--- src/rtl/player_input_pkg.sv ---
// Shared types and widths for the player input conditioning stage.
// BTN_NUM_W matches the game core's playerNum/simonNum width.
package player_input_pkg;

  localparam int NUM_BUTTONS = 4;
  localparam int BTN_NUM_W   = 2;

  typedef enum logic [1:0] {
    IDLE    = 2'd0,
    QUALIFY = 2'd1,
    PULSE   = 2'd2,
    RELEASE = 2'd3
  } state_t;

  // Bit 0 has the highest priority, so the lowest set index wins.
  function automatic logic [BTN_NUM_W-1:0] prio_enc(input logic [NUM_BUTTONS-1:0] b);
    logic [BTN_NUM_W-1:0] idx;
    idx = {BTN_NUM_W{1'b0}};
    for (int i = NUM_BUTTONS - 1; i >= 0; i--) begin
      if (b[i]) begin
        idx = BTN_NUM_W'(i);
      end else begin
        idx = idx;
      end
    end
    return idx;
  endfunction

endpackage

--- src/rtl/btn_sync.sv ---
// Two-flop synchroniser for a bus of independent asynchronous bits.
module btn_sync #(
  parameter int WIDTH = 4
) (
  input  logic             clk,
  input  logic             reset,
  input  logic [WIDTH-1:0] d,
  output logic [WIDTH-1:0] q
);

  logic [WIDTH-1:0] meta_r;

  // Metastability chain: d -> meta_r -> q.
  always_ff @(posedge clk) begin
    if (reset) begin
      meta_r <= {WIDTH{1'b0}};
      q      <= {WIDTH{1'b0}};
    end else begin
      meta_r <= d;
      q      <= meta_r;
    end
  end

endmodule

--- src/rtl/player_input.sv ---
// Debounces the four player buttons and emits one press pulse with the
// button number per physical press, gated by the game core's enable.
module player_input
  import player_input_pkg::*;
#(
  parameter int DEBOUNCE_TICKS = 3,
  parameter int RELEASE_TICKS  = 3
) (
  input  logic                   clk,
  input  logic                   reset,
  input  logic [NUM_BUTTONS-1:0] btn,
  input  logic                   enable,
  output logic [BTN_NUM_W-1:0]   playerNum,
  output logic                   playerPressed,
  output logic                   busy
);

  localparam int MAX_TICKS = (DEBOUNCE_TICKS > RELEASE_TICKS) ? DEBOUNCE_TICKS : RELEASE_TICKS;
  localparam int CNT_W     = $clog2(MAX_TICKS + 1);
  localparam logic [CNT_W-1:0] DEB_LAST = CNT_W'(DEBOUNCE_TICKS - 1);
  localparam logic [CNT_W-1:0] REL_LAST = CNT_W'(RELEASE_TICKS - 1);

  logic [NUM_BUTTONS-1:0] bs_s;
  logic                   any_s;
  logic                   cand_held_s;
  logic [BTN_NUM_W-1:0]   enc_s;
  state_t                 state_r;
  logic [CNT_W-1:0]       cnt_r;
  logic [BTN_NUM_W-1:0]   cand_r;

  btn_sync #(.WIDTH(NUM_BUTTONS)) u_sync (
    .clk   (clk),
    .reset (reset),
    .d     (btn),
    .q     (bs_s)
  );

  assign any_s       = |bs_s;
  assign cand_held_s = bs_s[cand_r];
  assign enc_s       = prio_enc(bs_s);

  // Press FSM; busy tracks the next state so it equals (state != IDLE).
  always_ff @(posedge clk) begin
    if (reset) begin
      state_r       <= IDLE;
      cnt_r         <= {CNT_W{1'b0}};
      cand_r        <= {BTN_NUM_W{1'b0}};
      playerNum     <= {BTN_NUM_W{1'b0}};
      playerPressed <= 1'b0;
      busy          <= 1'b0;
    end else begin
      playerPressed <= 1'b0;
      case (state_r)
        IDLE: begin
          if (any_s && enable) begin
            cand_r  <= enc_s;
            cnt_r   <= {CNT_W{1'b0}};
            state_r <= QUALIFY;
            busy    <= 1'b1;
          end else if (any_s) begin
            // Pressed during Simon's turn: must be released before it can count.
            cnt_r   <= {CNT_W{1'b0}};
            state_r <= RELEASE;
            busy    <= 1'b1;
          end else begin
            busy    <= 1'b0;
          end
        end
        QUALIFY: begin
          if (!enable || !cand_held_s) begin
            cnt_r   <= {CNT_W{1'b0}};
            state_r <= IDLE;
            busy    <= 1'b0;
          end else if (cnt_r == DEB_LAST) begin
            state_r       <= PULSE;
            playerPressed <= 1'b1;
            playerNum     <= cand_r;
          end else begin
            cnt_r <= cnt_r + CNT_W'(1);
          end
        end
        PULSE: begin
          cnt_r   <= {CNT_W{1'b0}};
          state_r <= RELEASE;
        end
        RELEASE: begin
          if (any_s) begin
            cnt_r <= {CNT_W{1'b0}};
          end else if (cnt_r == REL_LAST) begin
            cnt_r   <= {CNT_W{1'b0}};
            state_r <= IDLE;
            busy    <= 1'b0;
          end else begin
            cnt_r <= cnt_r + CNT_W'(1);
          end
        end
        default: begin
          cnt_r   <= {CNT_W{1'b0}};
          state_r <= IDLE;
          busy    <= 1'b0;
        end
      endcase
    end
  end

endmodule
--- config.mk ---
export PLATFORM = sky130hd
export DESIGN_NAME = player_input
export DESIGN_NICKNAME = d
export VERILOG_FILES = /design/src/rtl/player_input_pkg.sv /design/src/rtl/btn_sync.sv /design/src/rtl/player_input.sv
export SDC_FILE = /design/constraint.sdc
export NUM_CORES = 1
export LEC_CHECK = 0
export CORE_MARGIN = 10
export CORE_UTILIZATION = 54
export CTS_CLUSTER_SIZE = 28
export DETAILED_ROUTE_END_ITERATION = 10
export GPL_TIMING_DRIVEN = 0
export PLACE_DENSITY = 0.84
export SYNTH_ARGS = -nofsm -noshare
export SYNTH_HDL_FRONTEND = slang
export SYNTH_SLANG_ARGS = --single-unit
--- constraint.sdc ---
create_clock -name clk -period 4.5 [get_ports clk]
set_clock_uncertainty 0.05 [all_clocks]
set_input_delay 0.45 -clock clk [delete_from_list [all_inputs] [get_ports clk]]
set_output_delay 0.45 -clock clk [all_outputs]
set_load 0.1 [all_outputs]
==> results by group <==
Floorplan
  • Boundary Pins: 11
  • Die height: 57.8 um
  • Cell Rows: 13
  • Core Box Area: 1320 sq um
  • Die W: about 58 um
  • Initial Util: 0.586
  • Area of the die: between 3000 and 4000 sq um

Synthesis
  • Most common cell in the synthesized netlist: dfxtp_1
  • Mapped Nets: between 80 and 90
  • Syn Area/Cell: between 9 and 10 sq um
  • Synth top area share: 0.467
  • EDFF count, synth: 0
  • Largest area contributor in the netlist: dfxtp_1
  • Post-Syn Instances: 78
  • Synth Register Bits: 18
  • Top post-synthesis cells by area: dfxtp_1, nor2b_1, mux2i_1
  • Post-synth ARST share: 0
  • Top FF cell, synth: dfxtp_1
  • Register area share after synthesis: 0.467
  • Synth cell count leaders: dfxtp_1, nor2_1, nor2b_1
  • YS warnings: 0
  • Mapped Area: 772 sq um
  • Cell variety after synth: 29

Critical path
  • Crit path depth: 1
  • Reg2reg start: cand_r[1]
  • R2R setup slack: 2.78 ns
  • Critical Path Fanout Max: 2
  • Setup crit end: playerNum[0]
  • Critical path class: flip-flop to output port
  • Critical Path AT: 1.77 ns
  • FF-to-FF path depth: 4
  • Cell Chain, Critical Path: clkdlybuf4s50_1
  • CP required: 4.00 ns
  • Slowest CP cell: clkdlybuf4s50_1
  • Crit path max-delay family: buffers and inverters
  • Crit path launch: playerNum[0]
  • Slowest cell delay on critical path: 1.14 ns
  • Crit path buf inv count: 1
  • Worst setup EP type: output port
  • Setup crit start kind: flip-flop
  • Worst flop-to-flop path endpoint: cnt_r[0]

Power
  • Pleak: 0.364 nW
  • Max VDD drop: 280 uV
  • Power Dens Cells: 337 nW/um^2

Drt
  • Routed len/inst: between 10 and 15 um
  • Detailed-route wire length: 1490 um
  • DR DRC count: 0
  • Antenna-violating nets left: 0
  • First drt pass iteration count: 4
  • Via count: 608
  • DR vias/cell: 5.74
  • Initial DRC Count: 12

Hold path
  • Hold Path Cell Cnt: 2
  • Worst Hold Class: input pin to flip-flop

Clock tree
  • # hold bufs at CTS: 0
  • CTS max path bufs: 2
  • Clk slew on worst S/H paths: approximately 0.1 ns
  • H-Tree Depth: 1
  • Root Buffer: clkbuf_4
  • Total setup buffers inserted after CTS: 0
  • Inserted Clock Buffers: 3
  • Post-CTS sizing: 0
  • Clock sinks: 18
  • CTS tree: built
  • Clk_lat worst skew: 0.29 ns

Job
  • Max cap viols: 0

Global route
  • First-pass GRT wire length: 2580 um
  • Largest net degree at the start of global routing: 11
  • GRT Util Overall: 0.0931
  • Gr ovfl total: 0
  • Antenna violations before repair: 0
  • Number of global-route vias before repair: 628

STA
  • Setup TNS Final: 0 ns
  • Final critical-path required period: about 2.3 ns
  • Fmax: between 400 and 500 MHz
  • Slew Limit Headroom: 0.349
  • Final critical-path share of the clock period: 0.505
  • Worst-Margin Slew: 0.973 ns
  • Fin. Hold Viols: 0
  • RSZ-0062 raised after global routing: false
  • Fin. max-slew vios: 0
  • Final Setup Violations: 0

Run status
  • Status: completed

Final layout
  • Ratio of cells with drive above 1 in the final layout: 0.110
  • Number of nets in the layout: 102
  • N_diodes: 0
  • Synth-to-layout area growth: 18.8%
  • Cell area after layout: 917 sq um
  • Fillers: 104

Placement
  • Port bufs: 9
  • Hpwl dp: 1140 um
  • Placed cell areas: 881 sq um
  • Gpl congestion: 0.819
==> per-stage QoR <==
stage	util	hold slack, ns	total power, mW	setup slack, ns	std cells
floorplan	-	0.364	0.203	2.93	78
global placement	0.669	0.367	0.213	2.55	102
detailed placement	0.669	0.380	0.215	2.55	102
CTS	0.696	0.390	0.311	2.21	106
global route	0.696	0.408	0.321	2.17	106
finish	0.696	0.394	0.309	2.23	106
==> kinds of logic (layout without fill, tap and decap cells) <==
logic type | Yosys count | in the layout | synth area share
muxes | 5 | 5 | 0.0810
DFF | 18 | 18 | 0.467
buffers and inverters | 6 | 19 | 0.0308
AOI/OAI and AO/OA | 12 | 12 | 0.117
and+or+nand+nor | 34 | 34 | 0.256
adders and majority gates | 3 | 3 | 0.0486
==> cell usage in the layout (no fill, tap or decap), types with 3 or more instances in the layout <==
| cell | synthesis | final |
|---|---|---|
| dfxtp_1 | 18 | 18 |
| nor2_1 | 9 | 9 |
| clkdlybuf4s50_1 | 0 | 9 |
| nor2b_1 | 8 | 8 |
| a21oi_1 | 5 | 5 |
| mux2i_1 | 4 | 4 |
| inv_1 | 3 | 3 |
| nand2_1 | 3 | 3 |
| ha_1 | 3 | 3 |
| clkbuf_4 | 0 | 3 |
==> sequential cells by signal (all words and copies together), names as in the netlist <==
| name | cells |
|---|---|
| playerPressed | 1 |
| u_sync.q | 4 |
| cnt_r | 2 |
| state_r | 2 |
| u_sync.meta_r | 4 |
| cand_r | 2 |
| playerNum | 2 |
| busy | 1 |
==> report_power, final <==
part	total (mW)	switching [mW]	internal, mW
Combinational	0.0403	0.0225	0.0178
Sequential	0.172	0.00566	0.166
Clock	0.0969	0.0476	0.0493
Total	0.309	0.0757	0.233
==> layout make-up <==
type                            instances  area [sq um]  share of cell area
Multi-Input combinational cell         54           388               0.423
Buffer                                  3          12.5              0.0136
Timing Repair Buffer                    9          90.1              0.0982
Clock buffer                            4          36.3              0.0396
Inverter                                3          11.3              0.0123
Sequential cell                        18           360               0.393
Tap cell                               15          18.8              0.0205
==> routing by layer <==
layer / up-vias / global-route usage / routed length (um)
met3: 2 / 0.0349 / 70
met1: 293 / 0.0932 / 639
met2: 11 / 0.172 / 760
met4: 0 / 0.0302 / 15
met5: - / 0 / 0
li1: 302 / - / -
==> worst min-delay path by stage <==
stage | end | startpoint
final | u_sync.meta_r[1] | reset
after global routing | u_sync.q[2] | reset
after CTS | u_sync.meta_r[1] | reset
after detailed placement | u_sync.q[2] | u_sync.meta_r[2]
after global placement | u_sync.q[3] | u_sync.meta_r[3]
after floorplan | u_sync.q[0] | u_sync.meta_r[0]
(Power assumes the default switching activity.)
